<file path="src/rtl/omsp_spm_key_reader.sv">
// ----------------------------------------------------------------------------
// omsp_spm_key_reader : snapshots an SM key from SPM control, streams 16-bit words
// Revision 1.0
// ----------------------------------------------------------------------------
`default_nettype none

module omsp_spm_key_reader #(
  parameter int KEY_IDX_SIZE = 2,
  parameter int SECURITY     = 64
) (
  input  logic                    mclk,
  input  logic                    reset_n,
  input  logic                    start,
  input  logic [15:0]             key_select,
  input  logic                    abort,
  output logic [15:0]             spm_key_select,
  input  logic                    spm_key_select_valid,
  input  logic [SECURITY-1:0]     key_out,
  output logic [15:0]             word_data,
  output logic [KEY_IDX_SIZE-1:0] word_idx,
  output logic                    word_last,
  output logic                    word_valid,
  input  logic                    word_ready,
  output logic                    busy,
  output logic                    done,
  output logic                    error
);

  localparam int NWORDS = 2 ** KEY_IDX_SIZE;
  localparam logic [KEY_IDX_SIZE-1:0] LAST_IDX = '1;

  typedef enum logic [1:0] {
    ST_IDLE   = 2'd0,
    ST_SELECT = 2'd1,
    ST_STREAM = 2'd2,
    ST_CLEAR  = 2'd3
  } state_t;

  state_t                  state_q, state_d;
  logic [15:0]             sel_q, sel_d;
  logic [SECURITY-1:0]     shadow_q, shadow_d;
  logic [KEY_IDX_SIZE-1:0] cnt_q, cnt_d;
  logic                    done_q, done_d;
  logic                    error_q, error_d;

  logic                    in_stream;
  logic                    is_last;
  logic [15:0]             cur_word;

  assign in_stream = (state_q == ST_STREAM);
  assign is_last   = (cnt_q == LAST_IDX);

  // Key bit 0 (SPM ordering) sits at the MSB of the packed vector, so word k
  // is taken counting down from the top.
  always_comb begin
    cur_word = '0;
    for (int i = 0; i < NWORDS; i++) begin
      if (cnt_q == KEY_IDX_SIZE'(i)) begin
        cur_word = shadow_q[SECURITY-1-16*i -: 16];
      end
    end
  end

  always_comb begin
    state_d  = state_q;
    sel_d    = sel_q;
    shadow_d = shadow_q;
    cnt_d    = cnt_q;
    done_d   = 1'b0;
    error_d  = 1'b0;

    case (state_q)
      ST_IDLE: begin
        if (start) begin
          sel_d   = key_select;
          state_d = ST_SELECT;
        end
      end

      ST_SELECT: begin
        if (abort) begin
          state_d = ST_CLEAR;
        end else if (spm_key_select_valid) begin
          shadow_d = key_out;
          cnt_d    = '0;
          state_d  = ST_STREAM;
        end else begin
          error_d = 1'b1;
          sel_d   = '0;
          state_d = ST_IDLE;
        end
      end

      ST_STREAM: begin
        if (abort) begin
          state_d = ST_CLEAR;
        end else if (word_ready) begin
          if (is_last) begin
            done_d  = 1'b1;
            state_d = ST_CLEAR;
          end else begin
            cnt_d = cnt_q + KEY_IDX_SIZE'(1);
          end
        end
      end

      default: begin
        state_d = ST_IDLE;
      end
    endcase

    // Secrets are wiped on the way into CLEAR so the key never lingers.
    if (state_d == ST_CLEAR || state_q == ST_CLEAR) begin
      shadow_d = '0;
      sel_d    = '0;
      cnt_d    = '0;
    end
  end

  always_ff @(posedge mclk or negedge reset_n) begin
    if (!reset_n) begin
      state_q  <= ST_IDLE;
      sel_q    <= '0;
      shadow_q <= '0;
      cnt_q    <= '0;
      done_q   <= 1'b0;
      error_q  <= 1'b0;
    end else begin
      state_q  <= state_d;
      sel_q    <= sel_d;
      shadow_q <= shadow_d;
      cnt_q    <= cnt_d;
      done_q   <= done_d;
      error_q  <= error_d;
    end
  end

  assign spm_key_select = sel_q;
  assign word_valid     = in_stream;
  assign word_data      = in_stream ? cur_word : 16'h0000;
  assign word_idx       = in_stream ? cnt_q : '0;
  assign word_last      = in_stream & is_last;
  assign busy           = (state_q != ST_IDLE);
  assign done           = done_q;
  assign error          = error_q;

endmodule

`default_nettype wire

</file>
<file path="config.mk">
export PLATFORM = sky130hd
export DESIGN_NAME = omsp_spm_key_reader
export DESIGN_NICKNAME = d
export VERILOG_FILES = /design/src/rtl/omsp_spm_key_reader.sv
export SDC_FILE = /design/constraint.sdc
export NUM_CORES = 1
export LEC_CHECK = 0
export CORE_MARGIN = 10
export CORE_UTILIZATION = 49
export DETAILED_ROUTE_END_ITERATION = 16
export HOLD_SLACK_MARGIN = 0.03
export PLACE_DENSITY = 0.85
export RECOVER_POWER = 100
export SLEW_MARGIN = 0
export SYNTH_ARGS = -nofsm -noshare
export SYNTH_HDL_FRONTEND = slang
export SYNTH_SLANG_ARGS = --single-unit
</file>
<file path="constraint.sdc">
create_clock -name mclk -period 2.7 [get_ports mclk]
set_input_delay 0.54 -clock mclk [delete_from_list [all_inputs] [get_ports mclk]]
set_output_delay 0.54 -clock mclk [all_outputs]
set_load 0.01 [all_outputs]
</file>
== Word-level counts from Yosys, hierarchy flattened ==
Index checks and enable logic that the tools add are counted.
Word-level totals
  bits in latches: 0
  register bits after elaboration: 86
  word-level logic and storage cells: 70
  bits in writable memories: 0
  memories: 0
  bits of input ports: 86
  bits in read-only memories: 0
Cells by class
  equal/unequal tests: 15
  divide/modulo/power cells: 0
  $mul: 0
  reduce and logical (&&, ||, !) cells: 11
  muxes and demuxes: 36
  shift operators: 0
  bitwise logic cells: 1
  $add $sub $neg: 1
  $lt $le $gt $ge: 0
Operators with widths (count)
  64-bit two-way mux: 4
  16-bit two-way mux: 9
  16-bit one-hot mux with 2 select lines: 1
  2-bit two-way mux: 13
  3-bit != test, second input constant: 4
  2-bit equality test, second input constant: 5
  3-bit by 2-bit != test with 1-bit output, second input constant: 3
  1-bit two-way mux: 7
  2-bit one-hot mux with 3 select lines: 1
  6-bit AND reduction: 1
  2-bit nonzero test: 3
  3-bit nonzero test: 2
  2-bit by 1-bit equality test with 1-bit output, second input constant: 2
  2-bit zero test: 2
  2-bit one-hot mux with 2 select lines: 1
  4-bit AND reduction: 1
  3-bit AND reduction: 1
  2-bit by 1-bit adder with 2-bit output, second input constant: 1
  2-bit by 1-bit != test with 1-bit output, second input constant: 1
  1-bit AND: 1
  1-bit logical OR: 1

== Logic depth before layout (Yosys ltp) ==
  depth in word-level cells: 9
  gate-level depth with buffers: 7

== Worst setup path after synthesis ==
Ideal clock, no wire load.
  kind: register to output
  start point: reg cnt_q[0]
  end point: out word_data[11]
  stages on the path, launching flop included: 8
  slack: 0.527 ns
  path buffers: 2
  data required time: 2.160 ns
  arrival: 1.633 ns
  cells stage by stage: dfrtp_1 > inv_1 > ha_1 > clkbuf_1 > buf_2 > nand3b_1 > a221o_1 > a21oi_1
Between the ends
  cells in the longest elaborated chain, start to end: 6
Ends and longest elaborated chain
  start, declared: RTL line 42  | logic [KEY_IDX_SIZE-1:0] cnt_q, cnt_d;
  start signal, assigned: RTL line 132  | cnt_q <= cnt_d;
  2-bit zero test: RTL line 58  | if (cnt_q == KEY_IDX_SIZE'(i)) begin
  16-bit two-way mux (3 in a row): RTL line 58
  16-bit two-way mux *: RTL line 58
  16-bit two-way mux *: RTL line 140  | assign word_data = in_stream ? cur_word : 16'h0000;
  end, declared: RTL line 19  | output logic [15:0] word_data,
Mark *: on every way between the ends. The rest lies on a longest branch, timed or not.

== Worst setup path after layout ==
  start point: reg cnt_q[0]
  end point: out word_data[1]
The elaborated chain is that of the path after synthesis.

==> metrics.txt <==
status complete, no violations; Leak 2.86 nW; Tmin final 2.62 ns; Slew @ Worst Pin 1.07 ns; CTS clock-pin slew for the worst setup and hold paths 0.09 ns; register area share after synthesis 46.3%; Power per Cell Area 1020 mW/mm²; Clock Skews 0.0119 ns; first-iteration detailed-routing DRC count 348; die height 117 µm; Post-synth EDFFs 0; synth top area cells dfrtp_1 (46%), mux2i_1 (17%), o21ai_0 (8.2%); slew margin rel. 28.8%; Clock Tree Root clkbuf_8; top_reg_cell synth dfrtp_1; clk sinks 86; Final Hold Viols 0; Synth Area per Inst 9.59 µm²; RSZ-0062 raised after global routing false; Crit Path Category register to output port; FF-to-FF Start cnt_q[0]; first-pass GRT wire length 21300 µm; Area Overhead vs Synth 33.8%; hold depth 2; I/O Buffers 124; Die Wd 117 µm; Slew Viols, Final 0; VDD IR max 0.723 mV; Tot Pwr 6.38 mW; Routed Antenna Nets 0; GRT Total Usage 18.7%; CP arrival 2.08 ns; Netlist cell types 27; FF+latch count, synth 86; Final nets 689; Starting Density 50.3%; MaxCap Viol Count 0; FFs w/ async S/R, synth 100%; Max clock buf depth 2; Setup TNS Final 0 ns; utilization after layout 67.3%; worst min path class register to register; # DRC 0; clock latency on the worst-skew pair 0.37 ns; largest net degree at the start of global routing 71; crit-path max FO 32; CTS buffer count 9; placed wire-length estimate 9850 µm; core box area 0.00924 mm²; layout cells sized above 1 8.94%; R2R setup slack 0.19 ns; Final Instance Count excl. Fillers 733; post-synthesis cell count 485; FP Rows 35; Die Area 0.0138 mm²; num ports 125; CTS tree built; Post-Syn Area 0.00465 mm²; DR pass1 iterations 5; Routability Congestion 0.902; Syn Nets 575; initial antenna violation count 0; Yosys top cell area share 46.3%; Worst setup startpoint cnt_q[0]; Ant. Diodes 0; number of global-route vias before repair 4090; total wire length 13400 µm; Req. time, crit path 2.16 ns; Final Setup Violations 0; Inst Count DP 714; DR WL/cell 18.2 µm; crit share post-route 97.0%; Via Count 3903; crit path launch type register; fmax 382 MHz; Crit Reg-Reg Endpoint shadow_q[54]; Remaining Overflow, GRT 0; R2R cell count 6; Hold Crit Start shadow_q[14]; routed vias/inst 5.32; list of most frequent post-synthesis cells dfrtp_1 (86), inv_1 (85), mux2i_1 (80); Hold EP shadow_q[14]; Yosys warning count 0; Worst Setup End Kind output port; Synth area leader dfrtp_1; htree depth 3; worst hold margin 0.522 ns; count leader, synth dfrtp_1
-- cells in the final DEF, fill, tap and decap left out, types with 4 or more instances in the layout --
| cell type | count |
|---|---|
| dfrtp_1 | 85 |
| clkdlybuf4s50_1 | 85 |
| inv_1 | 83 |
| mux2i_1 | 80 |
| o21ai_0 | 77 |
| a21oi_1 | 34 |
| dlygate4sd3_1 | 23 |
| nand2_1 | 18 |
| nand3b_1 | 16 |
| a221o_1 | 16 |
| buf_4 | 11 |
| clkbuf_8 | 10 |
| clkbuf_1 | 9 |
| clkbuf_2 | 9 |
| o21ai_1 | 6 |
| buf_12 | 6 |
| nor2_1 | 4 |
-- flip-flops by register name (all words and copies together), names as in the netlist --
name and flops:
shadow_q 64, cnt_q 2, done 1, error 1, spm_key_select 16, state_q 2
-- cell type report --
cell class	count	area [µm²]
inverters	85	322
multi-input cells	273	1970
repair buffers	144	1390
clock buffers	10	138
clock inverters	6	92.6
well taps	129	161
fillers	711	3020
flip-flops and latches	86	2150
-- kinds of logic after synthesis --
kind of cell | Yosys count | synth area share, %
flops | 86 | 46.3
buf+inv | 126 | 11.9
mux | 80 | 17.2
compound gates | 142 | 18.1
fa+ha+maj | 4 | 1.08
simple gates | 47 | 5.46
-- metal layers --
metal | wire length (µm) | vias to the layer above | GRT usage, %
met5 | 0 | - | 0
met3 | 1090 | 18 | 6.57
met1 | 5720 | 1866 | 22.7
met4 | 233 | 0 | 5.87
met2 | 6330 | 158 | 30.2
li1 | - | 1861 | -
-- how the worst max path moves through the flow --
stage                          to  cells after the start  slack, ns
finish               word_data[1]                      6       0.08
global route         word_data[0]                      7       0.01
detailed placement   word_data[2]                      7       0.07
CTS                 word_data[13]                      6      0.004
floorplan           word_data[11]                      7       0.53
global placement    word_data[10]                      7       0.15
-- repair_timing --
action,4_1_cts,5_1_grt
gates cloned,0,1
hold buffers,1,0
setup buffers,1,0
gates resized for setup,24,35
endpoints found under the setup margin,16,16
endpoints found under the hold margin,4,0
-- through the flow --
stage / area (µm²) / worst slack [ns]
2_1_floorplan: 4650 / 0.527
6_report: 6220 / 0.0821
4_1_cts: 6290 / 0.00385
5_1_grt: 6220 / 0.0124
3_5_place_dp: 6050 / 0.0699
3_3_place_gp: 6050 / 0.150
-- worst max-delay path: stages, from the launching register on --
cell,delay (ns)
dfrtp_2,0.47
ha_2,0.22
buf_12,0.16
nand3b_1,0.16
a221o_1,0.32
a21oi_1,0.17
clkbuf_1,0.20
-- power breakdown --
| group | total (mW) | switching [mW] | internal [mW] |
|---|---|---|---|
| sequential | 2.18 | 0.330 | 1.85 |
| clock | 1.06 | 0.503 | 0.553 |
| combinational | 3.14 | 1.72 | 1.43 |
| total | 6.38 | 2.55 | 3.83 |
No activity file was read; power rests on OpenSTA's default activity.
